### src/rtl/pixel_packer_pkg.sv
`default_nettype none
// +----------------------------------------------------------------------------+
// | pixel_packer_pkg : geometry and pixel width shared with the Mandelbrot core |
// | Revision 1.0                                                               |
// +----------------------------------------------------------------------------+
package pixel_packer_pkg;

  localparam int MANDEL_LINE_W = 640;
  localparam int MANDEL_LINES  = 480;
  localparam int PIX_W         = 4;

  // One FIFO entry: two packed pixels plus frame/line markers.
  typedef struct packed {
    logic               eol;
    logic               sof;
    logic [2*PIX_W-1:0] data;
  } pkt_t;

endpackage
`default_nettype wire

### src/rtl/pixel_packer_sync_fifo.sv
`default_nettype none
// +----------------------------------------------------------------------------+
// | sync_fifo : single-clock FIFO with occupancy counter, drop-on-full         |
// | Revision 1.0                                                               |
// +----------------------------------------------------------------------------+
module sync_fifo #(
  parameter int DEPTH = 8,
  parameter int W     = 10
) (
  input  logic         clk,
  input  logic         reset,
  input  logic         clear,
  input  logic         wr_en,
  input  logic [W-1:0] wr_data,
  input  logic         rd_ready,
  output logic [W-1:0] rd_data,
  output logic         rd_valid,
  output logic         almost_full,
  output logic         drop
);

  localparam int AW = $clog2(DEPTH);
  localparam logic [AW:0] c_FULL = (AW+1)'(DEPTH);
  localparam logic [AW:0] c_AF   = (AW+1)'(DEPTH - 2);

  logic [W-1:0]  r_mem [DEPTH];
  logic [AW-1:0] r_wr;
  logic [AW-1:0] r_rd;
  logic [AW:0]   r_count;
  logic          w_pop;
  logic          w_push;
  logic          w_full;

  assign rd_valid    = (r_count != '0);
  assign almost_full = (r_count >= c_AF);
  assign w_full      = (r_count == c_FULL);
  assign w_pop       = rd_valid && rd_ready;
  // A pop in the same cycle frees the slot, so a full FIFO still accepts.
  assign w_push      = wr_en && (!w_full || w_pop);
  assign drop        = wr_en && w_full && !w_pop;
  assign rd_data     = rd_valid ? r_mem[r_rd] : '0;

  always_ff @(posedge clk) begin
    if (w_push) begin
      r_mem[r_wr] <= wr_data;
    end
  end

  always_ff @(posedge clk or posedge reset) begin
    if (reset) begin
      r_wr    <= '0;
      r_rd    <= '0;
      r_count <= '0;
    end else if (clear) begin
      r_wr    <= '0;
      r_rd    <= '0;
      r_count <= '0;
    end else begin
      if (w_push) r_wr <= r_wr + 1'b1;
      if (w_pop)  r_rd <= r_rd + 1'b1;
      case ({w_push, w_pop})
        2'b10:   r_count <= r_count + 1'b1;
        2'b01:   r_count <= r_count - 1'b1;
        default: r_count <= r_count;
      endcase
    end
  end

endmodule
`default_nettype wire

### src/rtl/pixel_packer.sv
`default_nettype none
// +----------------------------------------------------------------------------+
// | pixel_packer : packs 4-bit iteration counts into bytes with sof/eol marks  |
// | Revision 1.0                                                               |
// +----------------------------------------------------------------------------+
module pixel_packer
  import pixel_packer_pkg::*;
#(
  parameter int LINE_W     = MANDEL_LINE_W,
  parameter int LINES      = MANDEL_LINES,
  parameter int FIFO_DEPTH = 8
) (
  input  logic             clk,
  input  logic             reset,
  input  logic             clear,
  input  logic             in_valid,
  input  logic [PIX_W-1:0] in_pixel,
  output logic [7:0]       out_data,
  output logic             out_valid,
  input  logic             out_ready,
  output logic             out_sof,
  output logic             out_eol,
  output logic             almost_full,
  output logic             overflow,
  output logic             frame_done
);

  localparam int XW = (LINE_W > 1) ? $clog2(LINE_W) : 1;
  localparam int YW = (LINES  > 1) ? $clog2(LINES)  : 1;
  localparam logic [XW-1:0] c_X_LAST = XW'(LINE_W - 1);
  localparam logic [YW-1:0] c_Y_LAST = YW'(LINES - 1);

  logic [XW-1:0]    r_x;
  logic [YW-1:0]    r_y;
  logic             r_phase;
  logic [PIX_W-1:0] r_held;
  logic             r_overflow;
  logic             r_frame_done;

  logic             w_x_last;
  logic             w_y_last;
  logic             w_push;
  logic             w_drop;
  pkt_t             w_wr_pkt;
  pkt_t             w_rd_pkt;

  assign w_x_last = (r_x == c_X_LAST);
  assign w_y_last = (r_y == c_Y_LAST);
  assign w_push   = in_valid && r_phase && !clear;

  // Second pixel of the pair is in_pixel, so it lands in the upper nibble.
  assign w_wr_pkt.data = {in_pixel, r_held};
  assign w_wr_pkt.sof  = (r_x == XW'(1)) && (r_y == '0);
  assign w_wr_pkt.eol  = w_x_last;

  always_ff @(posedge clk or posedge reset) begin
    if (reset) begin
      r_x          <= '0;
      r_y          <= '0;
      r_phase      <= 1'b0;
      r_held       <= '0;
      r_overflow   <= 1'b0;
      r_frame_done <= 1'b0;
    end else if (clear) begin
      r_x          <= '0;
      r_y          <= '0;
      r_phase      <= 1'b0;
      r_held       <= '0;
      r_overflow   <= 1'b0;
      r_frame_done <= 1'b0;
    end else begin
      r_frame_done <= 1'b0;
      if (w_drop) r_overflow <= 1'b1;
      if (in_valid) begin
        r_phase <= ~r_phase;
        if (!r_phase) r_held <= in_pixel;
        if (w_x_last) begin
          r_x <= '0;
          r_y <= w_y_last ? '0 : r_y + 1'b1;
        end else begin
          r_x <= r_x + 1'b1;
        end
        r_frame_done <= r_phase && w_x_last && w_y_last;
      end
    end
  end

  sync_fifo #(
    .DEPTH (FIFO_DEPTH),
    .W     ($bits(pkt_t))
  ) u_fifo (
    .clk         (clk),
    .reset       (reset),
    .clear       (clear),
    .wr_en       (w_push),
    .wr_data     (w_wr_pkt),
    .rd_ready    (out_ready),
    .rd_data     (w_rd_pkt),
    .rd_valid    (out_valid),
    .almost_full (almost_full),
    .drop        (w_drop)
  );

  assign out_data   = w_rd_pkt.data;
  assign out_sof    = w_rd_pkt.sof;
  assign out_eol    = w_rd_pkt.eol;
  assign overflow   = r_overflow;
  assign frame_done = r_frame_done;

endmodule
`default_nettype wire

### config.mk
export PLATFORM = sky130hd
export DESIGN_NAME = pixel_packer
export DESIGN_NICKNAME = d
export VERILOG_FILES = /design/src/rtl/pixel_packer_pkg.sv /design/src/rtl/pixel_packer_sync_fifo.sv /design/src/rtl/pixel_packer.sv
export SDC_FILE = /design/constraint.sdc
export NUM_CORES = 1
export LEC_CHECK = 0
export ABC_AREA = 1
export BUFFER_PORTS_ARGS = -buffer_cell sky130_fd_sc_hd__buf_2
export CAP_MARGIN = 20
export CORE_MARGIN = 8
export CORE_UTILIZATION = 50
export DETAILED_ROUTE_END_ITERATION = 7
export PLACE_DENSITY_LB_ADDON = 0.08
export RECOVER_POWER = 50
export SYNTH_ARGS = -nofsm -noshare
export SYNTH_HDL_FRONTEND = slang
export SYNTH_SLANG_ARGS = --single-unit
### constraint.sdc
create_clock -name clk -period 1.6 [get_ports clk]
set_input_delay 0.08 -clock clk [delete_from_list [all_inputs] [get_ports clk]]
set_output_delay 0.08 -clock clk [all_outputs]
set_load 0.03 [all_outputs]
* Word level (Yosys, flattened, before mapping)
Memory sizes are Yosys's and may differ from the RTL's.
Index checks and enable logic that the tools add are counted.
** Word-level totals
- Bits in writable memories :: 80
- Memories :: 1
- Register bits :: 36
** Operators by class
- Add/subtract/negate cells :: 6
- Eq/ne operators :: 7
- Muxes and demuxes :: 25
- Magnitude comparators :: 1
- Bitwise operators :: 1
- Reduce and logical (&&, ||, !) cells :: 23
** Memories
- u_fifo.r_mem :: depth 8, width 10, read ports 1, clocked after Yosys merged registers in 0, wr ports 1, RTL line pixel_packer_sync_fifo.sv:26 : logic [W-1:0] r_mem [DEPTH];
** Operators with widths (count)
- $mux 10 :: 4
- $mux 9 :: 4
- $mux 4 :: 4
- $mux 3 :: 4
- $add 10x1->10 const B :: 1
- $eq 10x1->1 const B :: 1
- $eq 10x10->1 const B :: 1
- $reduce_bool 2->1 :: 5
- $add 9x1->9 const B :: 1
- $eq 9x9->1 const B :: 1
- $logic_and 1x1->1 :: 9
- $logic_not 9->1 :: 1
- $mux 1 :: 8
- $pmux 4 s2 :: 1
- $add 3x1->3 const B :: 2
- $add 4x1->4 const B :: 1
- $eq 4x4->1 const B :: 1
- $ge 4x3->1 const B :: 1
- $reduce_and 2->1 :: 2
- $reduce_bool 4->1 :: 1
- $sub 4x1->4 const B :: 1
- $logic_not 1->1 :: 3
- $reduce_bool 3->1 :: 1
- $eq 2x1->1 const B :: 1
- other kinds (4) :: 4

* Logic depth before layout (Yosys ltp)
Gate-level depths: netlist (run 1).
- Depth after elaboration :: 7
- Gate-level depth with buffers :: 13

* Cells and area by module
From an unflattened synthesis (run 1), not the netlist that was laid out.
** Unflattened totals
- Cell total of the unflattened synthesis :: 531
- Area total of the unflattened synthesis :: 5307.6 um^2
** Modules (own cells, without submodules)
- sync_fifo :: area each 3773.6 um^2, cells an instance 324, seq. area each 2652.5 um^2, times used 1
- pixel_packer :: area each 1534.0 um^2, cells an instance 207, seq. area each 650.6 um^2, times used 1

* Worst setup path before layout (run 1)
No wires, ideal clock.
- Path type :: reg2out
- Start point :: reg u_fifo.r_count[0]
- End point :: out out_data[0]
- Arrival time :: 1.592 ns
- Cell stages (with the launch flop) :: 6
- Slack :: -0.072 ns
- Buffers on the path :: 1
- Path through :: dfrtp_1 nor2_1 nand2_1 clkbuf_1 o21ai_0 nor2_1
** On the way
- Word-level cells in the longest chain between the ends :: 2
** RTL lines
- from (decl) :: RTL line pixel_packer_sync_fifo.sv:29 : logic [AW:0] r_count;
- from (signal assigned) :: RTL line pixel_packer_sync_fifo.sv:62 : 2'b10: r_count <= r_count + 1'b1;
- from (signal assigned) :: RTL line pixel_packer_sync_fifo.sv:63 : 2'b01: r_count <= r_count - 1'b1;
- from (signal assigned) :: RTL line pixel_packer_sync_fifo.sv:64 : default: r_count <= r_count;
- $reduce_bool 4->1 :: RTL line pixel_packer_sync_fifo.sv:34 : assign rd_valid = (r_count != '0);
- net out_valid :: RTL line pixel_packer.sv:19 : output logic out_valid,
- $mux 10 :: RTL line pixel_packer_sync_fifo.sv:41 : assign rd_data = rd_valid ? r_mem[r_rd] : '0;
- to (decl) :: RTL line pixel_packer.sv:18 : output logic [7:0] out_data,
The timed path passes the listed nets, and every way through them passes these cells.

* Final worst setup path (run 1)
- Start point :: reg u_fifo.r_rd[0]
- End point :: out out_data[1]
** On the way
- Word-level cells in the longest chain between the ends :: 2
** RTL lines
- from (decl) :: RTL line pixel_packer_sync_fifo.sv:28 : logic [AW-1:0] r_rd;
- from (signal assigned) :: RTL line pixel_packer_sync_fifo.sv:60 : if (w_pop) r_rd <= r_rd + 1'b1;
- $mem_v2 8x10
- $mux 10 :: RTL line pixel_packer_sync_fifo.sv:41
Every way passes these cells.

==> summary.txt, run 1 <==
Run status
  – Status: finished with violations
  – Failing checks: negative setup slack

Route
  – TritonRoute pass-1 iters: 5
  – DR WL/cell: 17.32 µm
  – DR DRC count: 0
  – Vias per cell: 5.354
  – Routed Antenna Nets: 0
  – Final wirelength: 12.82 mm
  – Via count: 3962
  – Initial drt markers: 288

Setup path
  – Crit. End Element: output pin
  – CP arrival: 1.94 ns
  – Crit path max fanout: 6
  – Crit path launch type: register
  – Worst endpoint required time: 1.52 ns
  – Setup CP Type: reg2out

Placement
  – DPL Wire Length: 7.696 mm
  – Setup WS pre-CTS: -0.02560 ns
  – PortBufs: 22
  – RD Place Congestion: 0.9066
  – Placed Cells incl. Taps: 677

Clock network
  – Total CTS buffers: 17
  – CTS tree: built
  – Total number of H-tree levels: 4
  – Worst skew pair latency: 0.51 ns
  – Clock Path Buffers: 2
  – CTS root buf: clkbuf_8
  – Worst-path clk slew: 0.06 ns
  – Sink Count: 116

Global routing
  – First-pass GRT wire length: 20.08 mm
  – GRT Util Overall: 18.26%
  – GRT overflow: 0
  – Largest net degree at the start of global routing: 37
  – Vias in the first global route: 3849
  – Initial antenna violation count: 0

Power
  – Total Power: 10.02 mW
  – PwrDens: 1394 nW/µm²
  – Max VDD drop: 0.8365 mV
  – Leakage power: 2.876 nW

Finish
  – Post-Layout Cell Count: 740
  – Commonest non-fill, non-tap cell in the layout: edfxtp_1
  – Antenna diodes: 0
  – Fillers: 726
  – Share of layout cells above drive strength 1: 35.26%
  – Most frequent cells in the layout: edfxtp_1 (80), nor2_1 (77), nand2_1 (40)
  – Syn-to-layout area delta: 38.91%
  – Final Net Count: 609

Timing
  – Max Freq: 496.0 MHz
  – Max Slew Vio Count: 0
  – Slew HR: 34.09%
  – Endpoints failing hold: 0
  – Worst Skew: 0.01115 ns
  – Minimum clock period: 2.016 ns
  – Final WS setup: -0.4161 ns
  – Worst Tran Pin Value: 0.9887 ns
  – Tcrit/Tclk final: 126.0%
  – # setup viols final: 41
  – RSZ-0062 raised after global routing: true

Floorplan
  – Die area: 13860 µm²
  – Core area: 10180 µm²
  – Die Ht: 117.7 µm
  – Starting Density: 50.80%
  – Row count: 37
  – Die width: 117.7 µm
  – I/O pin cnt: 23

Run
  – Max capacitance violation total: 0

Logic synthesis
  – Synth Flop Type: edfxtp_1
  – Register bit total from synthesis: 116
  – Post-synth EDFFs: 80
  – Syn Inst Count: 489
  – Synth Warn #: 0
  – Mapped cell area: 5174 µm²
  – Async SR Flop Fraction: 31.03%
  – Post-Syn Area per Cell: 10.58 µm²
  – Number of distinct library cells after synthesis: 37
  – Syn nets: 506
  – Part of the Yosys area used for sequential elements: 63.85%

Worst hold path
  – Hold Crit Class: in2async
-- what timing repair did --
action	in CTS	in global routing
setup endpoints to repair	21	120
setup buffers	8	15
resized for setup	46	111
cloned	1	0
hold buffers	8	0
pin swaps	6	28
hold endpoints to repair	78	0
-- power breakdown --
| group | switching [mW] | internal [mW] |
|---|---|---|
| registers | 0.0893 | 3.31 |
| logic | 1.83 | 1.54 |
| clock network | 1.24 | 2.01 |
| total | 3.17 | 6.85 |
-- final timing paths --
path                                   start                 to  cells after the start  slack [ns]
max                           u_fifo.r_rd[0]        out_data[1]                      8       -0.42
min                                    reset  u_fifo.r_count[0]                      4        0.42
max reg2reg                u_fifo.r_count[3]  u_fifo.r_count[3]                     12       -0.08
min reg2reg                         overflow           overflow                      2        0.51
max in group asynchronous              reset     u_fifo.r_rd[0]                      4        0.51
min in group clk                    in_valid            r_phase                      4        0.47
-- synth_stat cells, types with 2 or more instances --
cell type  instances  area share [%]
o21ai_1            9            0.87
nand3_1           19             1.8
buf_1              2            0.15
nand2_1           50             3.6
clkbuf_1          12            0.87
edfxtp_1          80              46
nor3_2             2            0.39
nor4_1             2            0.24
o22ai_1            3            0.36
inv_2              9            0.65
dfrtp_1           36              17
a21oi_1            7            0.68
ha_1               8             1.9
nor3_1             7            0.68
xor2_1             7             1.2
o21ai_0           42             4.1
buf_2              3            0.29
nor2_1           108             7.8
inv_1             35             2.5
nand4_1            8            0.97
o32ai_1           20             3.4
o21a_1             4            0.58
nand3_2            2            0.39
-- cell families after synthesis --
family,after synthesis,share of synthesized area [%]
AOI/OAI and AO/OA,88,10.37
xor gates and xnor gates,8,1.354
adders and majority gates,8,1.935
buffers and inverters,63,4.861
DFF,116,63.85
muxes,1,0.1935
and+or+nand+nor,205,17.44
-- worst max-delay path, cell delays in order, from the launching register on --
cell     delay, ns
dfrtp_2       0.45
inv_4         0.10
buf_6         0.13
buf_6         0.12
nor2_2        0.04
o32ai_2       0.23
nor2_1        0.08
nor2_2        0.12
buf_6         0.15
-- registers in the layout (all words and copies together), names as in the netlist --
name,flops
overflow,1
frame_done,1
r_x,10
r_held,4
u_fifo.r_wr,3
u_fifo.r_mem,80
u_fifo.r_count,4
u_fifo.r_rd,3
r_y,9
r_phase,1
-- metrics by stage --
| step | cell area [µm²] | util (%) | setup TNS, ns | hold WS (ns) |
|---|---|---|---|---|
| after floorplan | 5207 | - | -2.286 | 0.1789 |
| after global placement | 5819 | 57.14 | -0.1778 | 0.2194 |
| after detailed placement | 5819 | 57.14 | -0.1950 | 0.2255 |
| after CTS | 6649 | 65.28 | -4.955 | 0.2291 |
| after global routing | 7187 | 70.57 | -9.146 | 0.4708 |
| final | 7187 | 70.57 | -3.862 | 0.4180 |
-- metal layers --
layer / share of wire, % / track usage, % / up-vias
met5: 0 / 0 / -
met4: 1.5 / 6.165 / 0
met3: 5.1 / 4.125 / 15
met2: 51 / 30.33 / 128
met1: 43 / 23.09 / 1893
li1: - / - / 1926
-- layout make-up --
cell class,instances,area [µm²],share of cell area (%)
tap,136,170.2,2.368
multi-input combinational,310,2016,28.05
sequential,116,3304,45.98
clock buffer,18,417.9,5.815
inverter,44,175.2,2.437
timing repair buffer,103,1010,14.05
clock inverter,13,93.84,1.306
No activity file was read; power rests on OpenSTA's default activity.
==> run 2: changes to the inputs <==
CORE_UTILIZATION = 40   (was 50)
==> summary.txt, run 2 (synthesis results as in run 1) <==
Run status
  – Status: finished with violations (unchanged)
  – Failing checks: negative setup slack (unchanged)

Finish
  – Largest Register: u_fifo.r_mem (unchanged)
  – Regs by FF count: u_fifo.r_mem (80), r_x (10), r_y (9) (unchanged)
  – Antenna diodes: 0 (unchanged)
  – Most frequent cells in the layout: edfxtp_1 (80), nor2_1 (73), buf_4 (46) (was edfxtp_1 (80), nor2_1 (77), nand2_1 (40))
  – Syn-to-layout area delta: 38.79% (was 38.91%)
  – Commonest non-fill, non-tap cell in the layout: edfxtp_1 (unchanged)
  – Post-Layout Cell Count: 766 (was 740)
  – Max FFs per register: 80 (unchanged)
  – Share of layout cells above drive strength 1: 35.02% (was 35.26%)
  – Final Net Count: 598 (was 609)

Setup path
  – Crit path launch type: register (unchanged)
  – Worst endpoint required time: 1.52 ns (about the same)
  – CP arrival: 1.83 ns (was 1.94 ns)
  – Setup CP Type: reg2out (unchanged)
  – Crit. End Element: output pin (unchanged)
  – Crit path max fanout: 6 (unchanged)

Timing
  – Worst Tran Pin Value: 0.9668 ns (was 0.9887 ns)
  – Final hold slack: 0.01735 ns (was 0.4180 ns)
  – Tcrit/Tclk final: 119.2% (was 126.0%)
  – Endpoints failing hold: 0 (unchanged)
  – Max Freq: 524.4 MHz (was 496.0 MHz)
  – # setup viols final: 11 (was 41)
  – Max Slew Vio Count: 0 (unchanged)
  – Minimum clock period: 1.907 ns (was 2.016 ns)
  – Final WS setup: -0.3070 ns (was -0.4161 ns)
  – Slew HR: 35.54% (was 34.09%)
  – Post-Route Setup TNS: -2.635 ns (was -3.862 ns)
  – Worst Skew: 0.007388 ns (was 0.01115 ns)
  – RSZ-0062 raised after global routing: true (unchanged)

Route
  – Routed Antenna Nets: 0 (unchanged)
  – DR WL/cell: 16.75 µm (was 17.32 µm)
  – Via count: 3928 (was 3962)
  – DR DRC count: 0 (unchanged)
  – Initial drt markers: 334 (was 288)
  – TritonRoute pass-1 iters: 6 (was 5)
  – Vias per cell: 5.128 (was 5.354)
  – Final wirelength: 12.83 mm (was 12.82 mm)

Power
  – PwrDens: 1483 nW/µm² (was 1394 nW/µm²)
  – Leakage power: 2.837 nW (was 2.876 nW)
  – Combinational group share of total power: 30.2% (was 33.6%)
  – Switching pwr: 3.140 mW (was 3.165 mW)
  – Total Power: 10.65 mW (was 10.02 mW)
  – Clock power share: 37.9% (was 32.5%)
  – Max VDD drop: 0.7465 mV (was 0.8365 mV)
  – Switching part of the total: 29.48% (was 31.60%)
  – Sequential Power Share: 31.9% (was 33.9%)
  – Internal Pwr Total: 7.509 mW (was 6.852 mW)

Floorplan
  – Starting Density: 41.00% (was 50.80%)
  – Row count: 41 (was 37)
  – Core area: 12620 µm² (was 10180 µm²)
  – Die area: 16830 µm² (was 13860 µm²)
  – Die Ht: 129.7 µm (was 117.7 µm)
  – Die width: 129.7 µm (was 117.7 µm)
  – I/O pin cnt: 23 (unchanged)

Placement
  – PortBufs: 22 (unchanged)
  – RD Place Congestion: 0.8217 (was 0.9066)
  – DPL Wire Length: 7.966 mm (was 7.696 mm)
  – Placed Cells incl. Taps: 716 (was 677)

Global routing
  – GRT overflow: 0 (unchanged)
  – Vias in the first global route: 4062 (was 3849)
  – Largest net degree at the start of global routing: 43 (was 37)
  – Initial antenna violation count: 0 (unchanged)
  – GRT Util Overall: 16.17% (was 18.26%)
  – First-pass GRT wire length: 20.38 mm (was 20.08 mm)

Clock network
  – CTS root buf: clkbuf_16 (was clkbuf_8)
  – Worst skew pair latency: 0.41 ns (was 0.51 ns)
  – Sink Count: 116 (unchanged)
  – CTS tree: built (unchanged)
  – Clock Path Buffers: 2 (unchanged)
  – Worst-path clk slew: 0.05 ns (was 0.06 ns)
  – Total CTS buffers: 17 (unchanged)
  – Total number of H-tree levels: 4 (unchanged)

Worst hold path
  – Hold Crit Class: in2reg (was in2async)

Run
  – Max capacitance violation total: 0 (unchanged)
run 2: cell types whose count changed in the layout (fill, tap and decap cells not counted), sizes merged:
| cell | delta |
|---|---|
| clkinv | -6 |
| clkbuf | +4 |
| clkinvlp | +1 |
| buf | -11 |
| bufinv | +4 |
| dlygate4sd3 | -2 |
run 2: repair_timing:
item	in CTS	in global routing
setup buffers	7	4
setup endpoints to repair	12	106
pin swaps	11	27
hold buffers	6	0
endpoints found under the hold margin	68	0
cloned	1	2
resized for setup	46	80
run 2: metrics by stage:
step / setup WS (ns) / area (µm²) / utilization, %
final: -0.3070 / 7181 / 56.90
after global routing: -0.3903 / 7181 / 56.90
after CTS: -0.3142 / 6832 / 54.13
after detailed placement: -0.03681 / 5899 / 46.75
after global placement: -0.009998 / 5899 / 46.75
after floorplan: -0.03608 / 5207 / -
run 2: final timing paths:
check,startpoint,endpoint,slack [ns],cells after the start
worst max-delay path,u_fifo.r_rd[0],out_sof,-0.31,7
worst min-delay path,clear,frame_done,0.02,4
worst max register to register,u_fifo.r_count[0],u_fifo.r_count[3],-0.01,11
worst min register to register,overflow,overflow,0.50,2
max in group asynchronous,reset,u_fifo.r_rd[0],0.44,4
min in group asynchronous,reset,r_held[0],0.51,4
run 2: area by class of cell:
| class | instances | area, µm² |
|---|---|---|
| Clock buffer | 20 | 446.7 |
| Clock inverter | 12 | 183.9 |
| Sequential cell | 116 | 3304 |
| Fill cell | 1110 | 5439 |
| Timing Repair Buffer | 92 | 865.8 |
| Multi-Input combinational cell | 310 | 1992 |
| Tap cell | 172 | 215.2 |
| Inverter | 44 | 172.7 |
run 2: power groups by stage:
stage / Clock [mW] / Combinational [mW] / Sequential (mW)
3_3_place_gp: 0 / 2.29 / 3.43
5_1_grt: 4.26 / 3.48 / 3.40
6_report: 4.04 / 3.22 / 3.39
2_1_floorplan: 0 / 1.49 / 3.43
3_5_place_dp: 0 / 2.31 / 3.44
4_1_cts: 4.12 / 2.86 / 3.38
run 2: layer usage:
metal	share of wire, %	global-route usage (%)
met1	42	18.84
met2	51	27.26
met3	4.8	4.488
met4	2.1	7.514
met5	0	0
run 2: worst max-delay path: stages, from the launching register on:
cell	delay (ns)
dfrtp_2	0.45
clkinv_4	0.13
clkbuf_16	0.17
nor2_2	0.04
o32ai_2	0.21
nor2_1	0.09
nor2_2	0.18
buf_6	0.16
==> run 3: changes to the inputs <==
TNS_END_PERCENT = 10   (was not set)
==> summary.txt, run 3 (synthesis results as in run 1) <==
Floorplan
  – Die Ht: 129.7 µm (unchanged)
  – Starting Density: 41.00% (unchanged)
  – Row count: 41 (unchanged)
  – Core area: 12620 µm² (unchanged)
  – Die width: 129.7 µm (unchanged)
  – Die area: 16830 µm² (unchanged)
  – I/O pin cnt: 23 (unchanged)

Worst hold path
  – Worst hold stages: 4 (unchanged)
  – WHS Endpoint: overflow (was frame_done)
  – Worst min-delay path startpoint: out_ready (was clear)
  – Hold Crit Class: in2reg (unchanged)

Power
  – Sequential Power Share: 32.0% (was 31.9%)
  – Max VDD drop: 0.7510 mV (was 0.7465 mV)
  – Clock power share: 41.0% (was 37.9%)
  – Switching part of the total: 28.32% (was 29.48%)
  – Combinational group share of total power: 27.1% (was 30.2%)
  – Leakage power: 2.799 nW (was 2.837 nW)
  – PwrDens: 1530 nW/µm² (was 1483 nW/µm²)
  – Switching pwr: 3.006 mW (was 3.140 mW)
  – Total Power: 10.61 mW (was 10.65 mW)
  – Internal Pwr Total: 7.608 mW (was 7.509 mW)

Setup path
  – Worst R2R End: u_fifo.r_count[3] (unchanged)
  – Crit path max fanout: 14 (was 6)
  – Worst endpoint required time: 1.52 ns (about the same)
  – R2R cell count: 11 (unchanged)
  – R2R setup slack: -0.04 ns (was -0.01 ns)
  – Crit. End Element: output pin (unchanged)
  – Max incr delay on CP: 0.42 ns (was 0.45 ns)
  – Critical path cell sequence: buf_12 > buf_8 > nor2_1 > o32ai_1 > o21ai_1 > nor2_1 > buf_4 (was clkinv_4 > clkbuf_16 > nor2_2 > o32ai_2 > nor2_1 > nor2_2 > buf_6)
  – CP arrival: 1.81 ns (was 1.83 ns)
  – Setup CP Type: reg2out (unchanged)
  – CP dominant cell by count: nor2_1 (was nor2_2)
  – Slowest cell on crit path: dfrtp_2 (unchanged)
  – Crit path launch type: register (unchanged)
  – Reg2reg start: u_fifo.r_count[2] (was u_fifo.r_count[0])

Placement
  – DPL Wire Length: 8.282 mm (was 7.966 mm)
  – RD Place Congestion: 0.8706 (was 0.8217)
  – PortBufs: 22 (unchanged)
  – Placed Cells incl. Taps: 718 (was 716)

Finish
  – Post-Layout Cell Count: 759 (was 766)
  – Share of layout cells above drive strength 1: 28.11% (was 35.02%)
  – Antenna diodes: 0 (unchanged)
  – Commonest non-fill, non-tap cell in the layout: nor2_1 (was edfxtp_1)
  – Max FFs per register: 80 (unchanged)
  – Utilization after layout: 54.96% (was 56.90%)
  – Regs by FF count: u_fifo.r_mem (80), r_x (10), r_y (9) (unchanged)
  – Footprint of the multi-input gates: 1827 µm² (was 1992 µm²)
  – Storage cell area: 3304 µm² (unchanged)
  – Final Net Count: 592 (was 598)
  – Syn-to-layout area delta: 34.05% (was 38.79%)
  – Fillers: 1113 (was 1110)
  – Most frequent cells in the layout: nor2_1 (94), edfxtp_1 (80), buf_4 (52) (was edfxtp_1 (80), nor2_1 (73), buf_4 (46))
  – Largest Register: u_fifo.r_mem (unchanged)

Clock network
  – Worst-path clk slew: 0.05 ns (about the same)
  – Total CTS buffers: 17 (unchanged)
  – Sink Count: 116 (unchanged)
  – Worst skew pair latency: 0.41 ns (about the same)
  – CTS tree: built (unchanged)
  – CTS root buf: clkbuf_16 (unchanged)
  – Clock Path Buffers: 2 (unchanged)
  – Total number of H-tree levels: 4 (unchanged)

Route
  – DR WL/cell: 16.96 µm (was 16.75 µm)
  – Final wirelength: 12.87 mm (was 12.83 mm)
  – DR DRC count: 0 (unchanged)
  – Initial drt markers: 277 (was 334)
  – Routed Antenna Nets: 0 (unchanged)
  – TritonRoute pass-1 iters: 5 (was 6)
  – Vias per cell: 5.069 (was 5.128)
  – Via count: 3847 (was 3928)

Global routing
  – Vias in the first global route: 3837 (was 4062)
  – Largest net degree at the start of global routing: 37 (was 43)
  – First-pass GRT wire length: 20.25 mm (was 20.38 mm)
  – GRT overflow: 0 (unchanged)
  – GRT Util Overall: 16.02% (was 16.17%)
  – Initial antenna violation count: 0 (unchanged)

Timing
  – Final WS setup: -0.2872 ns (was -0.3070 ns)
  – # setup viols final: 12 (was 11)
  – RSZ-0062 raised after global routing: true (unchanged)
  – Post-Route Setup TNS: -2.599 ns (was -2.635 ns)
  – Max Freq: 529.9 MHz (was 524.4 MHz)
  – Slew HR: 35.99% (was 35.54%)
  – Minimum clock period: 1.887 ns (was 1.907 ns)
  – Worst Skew: 0.007104 ns (was 0.007388 ns)
  – Worst Tran Pin Value: 0.9602 ns (was 0.9668 ns)
  – Max Slew Vio Count: 0 (unchanged)
  – Endpoints failing hold: 0 (unchanged)
  – Tcrit/Tclk final: 117.9% (was 119.2%)

Run status
  – Failing checks: negative setup slack (unchanged)
  – Status: finished with violations (unchanged)

Run
  – Max capacitance violation total: 0 (unchanged)
run 3: layer usage:
layer | GRT usage, % | vias to the layer above | part of all wire (%)
li1 | - | 1878 | -
met1 | 20.66 | 1884 | 46
met2 | 25.36 | 78 | 48
met3 | 4.937 | 7 | 4.6
met4 | 4.986 | 0 | 0.63
met5 | 0 | - | 0
run 3: worst max-delay path by stage:
stage / startpoint / endpoint / slack, ns / depth (start not counted)
after floorplan: u_fifo.r_count[0] / u_fifo.r_count[3] / -0.04 / 11
after global placement: r_y[0] / u_fifo.r_mem[1][8] / -0.04 / 7
after detailed placement: r_y[5] / u_fifo.r_mem[1][8] / -0.09 / 4
after CTS: u_fifo.r_rd[0] / out_data[5] / -0.36 / 7
after global routing: u_fifo.r_rd[0] / out_data[7] / -0.38 / 7
final: u_fifo.r_rd[0] / out_eol / -0.29 / 7
run 3: cell type report:
type                            count  area share, %
Multi-Input combinational cell    310          26.34
Sequential cell                   116          47.65
Clock buffer                       20          6.296
Timing Repair Buffer               86          10.79
Inverter                           44          2.490
Clock inverter                     11          3.338
Tap cell                          172          3.103
run 3: worst max-delay path: cells and delay by family, from the launching register on:
kind | cells | cell delay (ns)
buffers and inverters | 3 | 0.46
DFF | 1 | 0.42
and+or+nand+nor | 2 | 0.16
AOI/OAI and AO/OA | 2 | 0.36
run 3: power groups by stage:
stage / clock (mW) / sequential (mW) / combinational (mW)
2_1_floorplan: 0 / 3.43 / 1.47
3_3_place_gp: 0 / 3.43 / 2.26
3_5_place_dp: 0 / 3.44 / 2.28
4_1_cts: 4.41 / 3.39 / 2.57
5_1_grt: 4.53 / 3.40 / 3.14
6_report: 4.35 / 3.39 / 2.87
run 3: timing repair:
action,in CTS,in global routing
setup endpoints to repair,20,104
setup buffers,0,4
cloned,1,1
gates resized for setup,30,54
hold buffers,4,0
hold endpoints to repair,47,0
pin swaps,2,3
run 3: through the flow:
stage               hold WS [ns]  setup WS (ns)  cell area [µm²]
finish                   0.04932        -0.2872             6935
global route             0.08816        -0.3845             6935
CTS                     0.001349        -0.3640             6718
detailed placement        0.2243       -0.09145             5879
global placement          0.2252       -0.04499             5879
floorplan                 0.1789       -0.03608             5197
